[src/rtl/hex_word_rotator.sv]
// Three-character word rotator feeding the HEX2..HEX0 character mux and decoders.
// Rotation advances on a prescaled auto tick or on each rising edge of a manual step.
module hex_word_rotator #(
   parameter int CLK_DIV = 50000000,
   parameter int CNT_W   = 26
) (
   input  logic       Clock_i,
   input  logic       Resetn_i,
   input  logic [5:0] Din_i,
   input  logic       Load_i,
   input  logic       En_i,
   input  logic       Dir_i,
   input  logic       Step_i,
   output logic [1:0] Sel_o,
   output logic [1:0] C2_o,
   output logic [1:0] C1_o,
   output logic [1:0] C0_o,
   output logic       Tick_o
);

   localparam logic [CNT_W-1:0] CNT_LAST = CNT_W'(CLK_DIV - 1);

   logic [CNT_W-1:0] cnt_q, cnt_d;
   logic             tick_q, tick_d;
   logic             step_q;
   logic [1:0]       sel_q, sel_d;
   logic [1:0]       w0_q, w1_q, w2_q;
   logic             step_edge;
   logic             adv;

   assign step_edge = Step_i & ~step_q;
   assign adv       = step_edge | tick_q;

   always_comb begin
      cnt_d = cnt_q;
      if (Load_i)
         cnt_d = '0;
      else if (En_i)
         cnt_d = (cnt_q == CNT_LAST) ? '0 : cnt_q + 1'b1;
   end

   // Tick is registered so it is high exactly while the count sits at CLK_DIV-1.
   assign tick_d = ~Load_i & En_i & (cnt_d == CNT_LAST);

   always_comb begin
      sel_d = sel_q;
      if (Load_i) begin
         sel_d = 2'd0;
      end else if (adv) begin
         case (sel_q)
            2'd0:    sel_d = Dir_i ? 2'd2 : 2'd1;
            2'd1:    sel_d = Dir_i ? 2'd0 : 2'd2;
            2'd2:    sel_d = Dir_i ? 2'd1 : 2'd0;
            default: sel_d = 2'd0;
         endcase
      end
   end

   always_ff @(posedge Clock_i) begin
      if (!Resetn_i) begin
         cnt_q  <= '0;
         tick_q <= 1'b0;
         step_q <= 1'b0;
         sel_q  <= 2'd0;
         w0_q   <= 2'b00;
         w1_q   <= 2'b01;
         w2_q   <= 2'b10;
      end else begin
         cnt_q  <= cnt_d;
         tick_q <= tick_d;
         step_q <= Step_i;
         sel_q  <= sel_d;
         if (Load_i) begin
            w0_q <= Din_i[5:4];
            w1_q <= Din_i[3:2];
            w2_q <= Din_i[1:0];
         end
      end
   end

   always_comb begin
      C2_o = 2'b11;
      C1_o = 2'b11;
      C0_o = 2'b11;
      case (sel_q)
         2'd0: begin C2_o = w0_q; C1_o = w1_q; C0_o = w2_q; end
         2'd1: begin C2_o = w1_q; C1_o = w2_q; C0_o = w0_q; end
         2'd2: begin C2_o = w2_q; C1_o = w0_q; C0_o = w1_q; end
         default: ;
      endcase
   end

   assign Sel_o  = sel_q;
   assign Tick_o = tick_q;

endmodule

[config.mk]
export PLATFORM = sky130hd
export DESIGN_NAME = hex_word_rotator
export DESIGN_NICKNAME = d
export VERILOG_FILES = /design/src/rtl/hex_word_rotator.sv
export SDC_FILE = /design/constraint.sdc
export NUM_CORES = 1
export LEC_CHECK = 0
export ABC_AREA = 1
export BUFFER_PORTS_ARGS = -buffer_cell sky130_fd_sc_hd__buf_2
export CORE_UTILIZATION = 55
export CTS_CLUSTER_SIZE = 24
export DETAILED_ROUTE_END_ITERATION = 6
export PLACE_DENSITY = 0.74
export SYNTH_ARGS = -nofsm -noshare
export SYNTH_HDL_FRONTEND = slang
export SYNTH_SLANG_ARGS = --single-unit
export TNS_END_PERCENT = 10
[constraint.sdc]
create_clock -name Clock_i -period 1.9 [get_ports Clock_i]
set_input_delay 0.285 -clock Clock_i [delete_from_list [all_inputs] [get_ports Clock_i]]
set_output_delay 0.285 -clock Clock_i [all_outputs]
set_load 0.05 [all_outputs]
After elaboration in Yosys (flattened, before gate mapping) --
Index checks and enable logic that the tools add are counted.
Word-level totals: bits in registers 36, output and inout bits 9, word-level logic and storage cells 31
Operators by class: add/sub/neg operators 1, equal/unequal tests 4, muxes and demuxes 10, bitwise operators 7, reduce and logical (&&, ||, !) cells 2
Operator list (count):
- two-way mux 26 bit | 3
- equality test 26 bit (second input constant) | 2
- adder 26 x 1 -> 26 bit (second input constant) | 1
- one-hot mux 2 bit (3 select lines) | 4
- two-way mux 2 bit | 2
- bitwise AND 1 bit | 3
- inverter 1 bit | 3
- equality test 2 x 1 -> 1 bit (second input constant) | 1
- equality test 2 bit (second input constant) | 1
- zero test 2 bit | 1
- OR reduction 2 bit | 1
- two-way mux 1 bit | 1
- OR 1 bit | 1

Logic depth before layout (Yosys ltp) --
depth in word-level cells 6, depth in mapped cells 14, gate-level depth less buffers 14

Least setup slack after synthesis --
OpenSTA, ideal clock, no wires.
kind flip-flop to output port, start point reg sel_q[0], in the netlist Sel_o[0], end point out C0_o[0], data arrival time 1.642 ns, required time 1.615 ns, path slack -0.027 ns, cell stages (with the launch flop) 6, buffers on the path 1, cell sequence dfxtp_1 clkbuf_1 inv_1 nor2_1 nand2_1 nand3_1
Between the ends: word-level cells in the longest chain between the ends 2, elaborated cells between the ends (all ways) 4, those cells by class eq/ne: 2; mux: 1; reduce/logical: 1
RTL lines:
- start: declaration | line 26 | logic [1:0] sel_q, sel_d;
- start signal: assignment | line 72 | sel_q <= sel_d;
- equality test 2 bit (tied with other cells) | line 85 | case (sel_q)
- one-hot mux 2 bit (3 select lines) (*) | line 85
- end: declaration | line 17 | output logic [1:0] C0_o,
Every way passes the cells marked *; elsewhere a longest branch is shown, timed or not.

Worst setup path after layout --
start point reg sel_q[0], in the netlist Sel_o[0], end point out C2_o[1]
Between the ends: word-level cells in the longest chain between the ends 2, elaborated cells between the ends (all ways) 4, those cells by class eq/ne: 2; mux: 1; reduce/logical: 1
RTL lines:
- equality test 2 bit (tied with other cells) | line 85
- one-hot mux 2 bit (3 select lines) (*) | line 85
- end: declaration | line 15 | output logic [1:0] C2_o,
Marks and branches as above.

==> metrics.txt <==
setup TNS 0 ps; crit path launch type register; htree depth 2; wire length on met2 2.21 mm; register area share after synthesis 0.338; vias in the first global route 1,829; R2R Path End Tick_o$_SDFF_PN0_; Critical Path Stages 5; post-layout min period approximately 1800 ps; max cap viols 0; Clk Latency, worst-skew pair about 290 ps; Post-synth EDFFs 0; number of top-level pins 21; TritonRoute pass-1 iters 5; Design Area, Final 2390 sq um; CP Max Fanout 12; period utilisation layout 0.931; syn_nets about 360; DRT iter0 DRCs 133; top_reg_cell synth dfxtp_1; Initial Util 0.578; dpl hpwl between 3 and 4 mm; drt drc 0; CORE AREA approximately 3700 sq um; DIE AREA roughly 4100 sq um; Leak slightly above 0.001 uW; Setup Crit Path Kind reg -> out; final hold viol count 0; Worst EP required 1620 ps; CTS max path bufs 2; area grow syn2layout 12.1%; WL/cell 12.0 um; RSZ-0062 raised after global routing no; Final Wtd Congestion 0.937; WHS Path Cells 3; Setup Skew around 5.6 ps; nets@finish 380; vias per std cell just over 5; final antenna-violating net count 0; reg2reg path depth 13; most instantiated cells after synthesis nand2_1 (93), nor2_1 (68), inv_1 (37), dfxtp_1 (36), nand3_1 (35); met1 wire length 2.33 mm; Root Buffer clkbuf_8; Syn. warnings 0; Post-Route WL 4.97 mm; Largest delay share family, worst path flip-flops; first-pass GRT wire length 8.34 mm; Synth area leaders dfxtp_1 (34%), nand2_1 (16%), nor2_1 (12%), nand3_1 (8.2%), inv_1 (6.5%); DR WL met3 about 270 um; pwr/cell area 611 nW/um^2; initial antenna violation count 0; Inserted Clock Buffers 5; Setup crit end kind primary output; Bufs and invs on worst path 2; Cell Rows 22; Async SR Flop Fraction 0; most frequent cell after synthesis nand2_1; largest net degree at the start of global routing 15; Power, Total 1460 uW; status finished, final reports clean; critical path, cell by cell inv_1 > nor2_1 > nand2_1 > nand3_1 > buf_2; f_max 566 MHz; synth unique cells 29; Slew HR 0.771; GRT overflow 0; placed cell areas 2300 sq um; Final Setup Violations 0; Worst-Margin Slew 343 ps; origin of the critical flop-to-flop path cnt_q[1]$_SDFF_PN0_; antenna cells 0; top layer in use met4; Crit. Startpoint Sel_o[0]$_SDFFE_PP0P_; Die X 64.3 um; leading area contributor after synthesis dfxtp_1; fin util 0.648; Mean Syn Cell Area 6.20 sq um; CP endpoint C2_o[1]; worst vdd ir 0.000397 V; hold_ws 188 ps; proportion of netlist area held by the largest area contributor 0.338; Slew Limit Fails 0; slowest cell on the critical path dfxtp_2; # clock sinks 36; share of layout cells above drive strength 1 0.144; die height 64.3 um; all-layer global routing usage 0.263; flop-to-flop setup slack 140 ps; Max stage delay on crit path 440 ps; Hold/Removal Path Class in -> reg; setup repair bufs after CTS 0; CTS tree built; Crit path arrival time 1480 ps; synthesized area ~2100 sq um; vias between 2k and 2.5k; Post-Synthesis Cells 344; Port Buffers 20; Yosys reg bits 36; Reg clk slew, reported paths 70 ps
## cell families after synthesis
logic type                 share of synthesized area
adders and majority gates                    0.00587
and+or+nand+nor                                0.451
AOI/OAI and AO/OA                             0.0951
xor gates and xnor gates                      0.0246
buffers and inverters                         0.0857
DFF                                            0.338
## routing by layer
layer / vias up / global-route usage
met1: 931 / 0.350
met5: - / 0
li1: 1131 / -
met4: 0 / 0.125
met2: 56 / 0.412
met3: 16 / 0.0393
## worst min path at each step
stage,startpoint,to
2_1_floorplan,Step_i,step_q$_SDFF_PN0_
3_3_place_gp,Step_i,step_q$_SDFF_PN0_
3_5_place_dp,Step_i,step_q$_SDFF_PN0_
4_1_cts,Step_i,step_q$_SDFF_PN0_
5_1_grt,Step_i,step_q$_SDFF_PN0_
6_report,Step_i,step_q$_SDFF_PN0_
## per-stage QoR
stage | std cells | setup WS [ps]
6_report | 415 | 132
5_1_grt | 415 | 5.67
4_1_cts | 415 | 65.2
3_5_place_dp | 408 | 96.1
3_3_place_gp | 408 | 139
2_1_floorplan | 344 | 134
## power breakdown
group	switching [uW]	internal [uW]	total, uW	leakage, uW
combinational	118	48.7	167	0.000672
sequential	15.8	768	784	0.000293
clock	261	249	510	0.0000410
total	395	1070	1460	0.00101
## cell type report
class                      count  area (sq um)
fill                         328          1300
multi-input combinational    260          1240
sequential                    36           726
inverter                      42           158
timing repair buffer          22           128
clock buffer                   6          72.6
tap                           48          60.1
clock inverter                 1          5.00
## flip-flops by register name (all words and copies together) (netlist names)
| register | flops |
|---|---|
| Tick_o | 1 |
| Sel_o | 2 |
| w0_q | 2 |
| w1_q | 2 |
| w2_q | 2 |
| step_q | 1 |
| cnt_q | 26 |
## cell usage in the layout (no fill, tap or decap), types with 2 or more instances in the layout
cell type  netlist  layout
nand2_1         93      93
nor2_1          68      64
inv_1           37      37
nand3_1         35      35
dfxtp_1         36      34
buf_2            2      20
o21ai_0         14      14
a21oi_1          9       9
nor2_2           4       8
nor3_1           7       7
xor2_1           5       5
clkbuf_8         0       5
nor2_4           3       3
inv_2            3       3
o21bai_1         3       3
a211oi_1         3       3
nand2_4          2       2
a21oi_2          2       2
nand3b_1         2       2
clkinv_1         2       2
o21ai_1          2       2
## repair_timing
action | in CTS | in global routing
hold buffers | 0 | 0
endpoints found under the setup margin | 0 | 8
hold endpoints to repair | 0 | 0
resized for setup | 0 | 7
## worst min-delay path, stage by stage
cell and delay (ps):
buf_2 80, nand2_1 40, inv_1 40
Note: power is estimated with default switching activity, not from simulation.
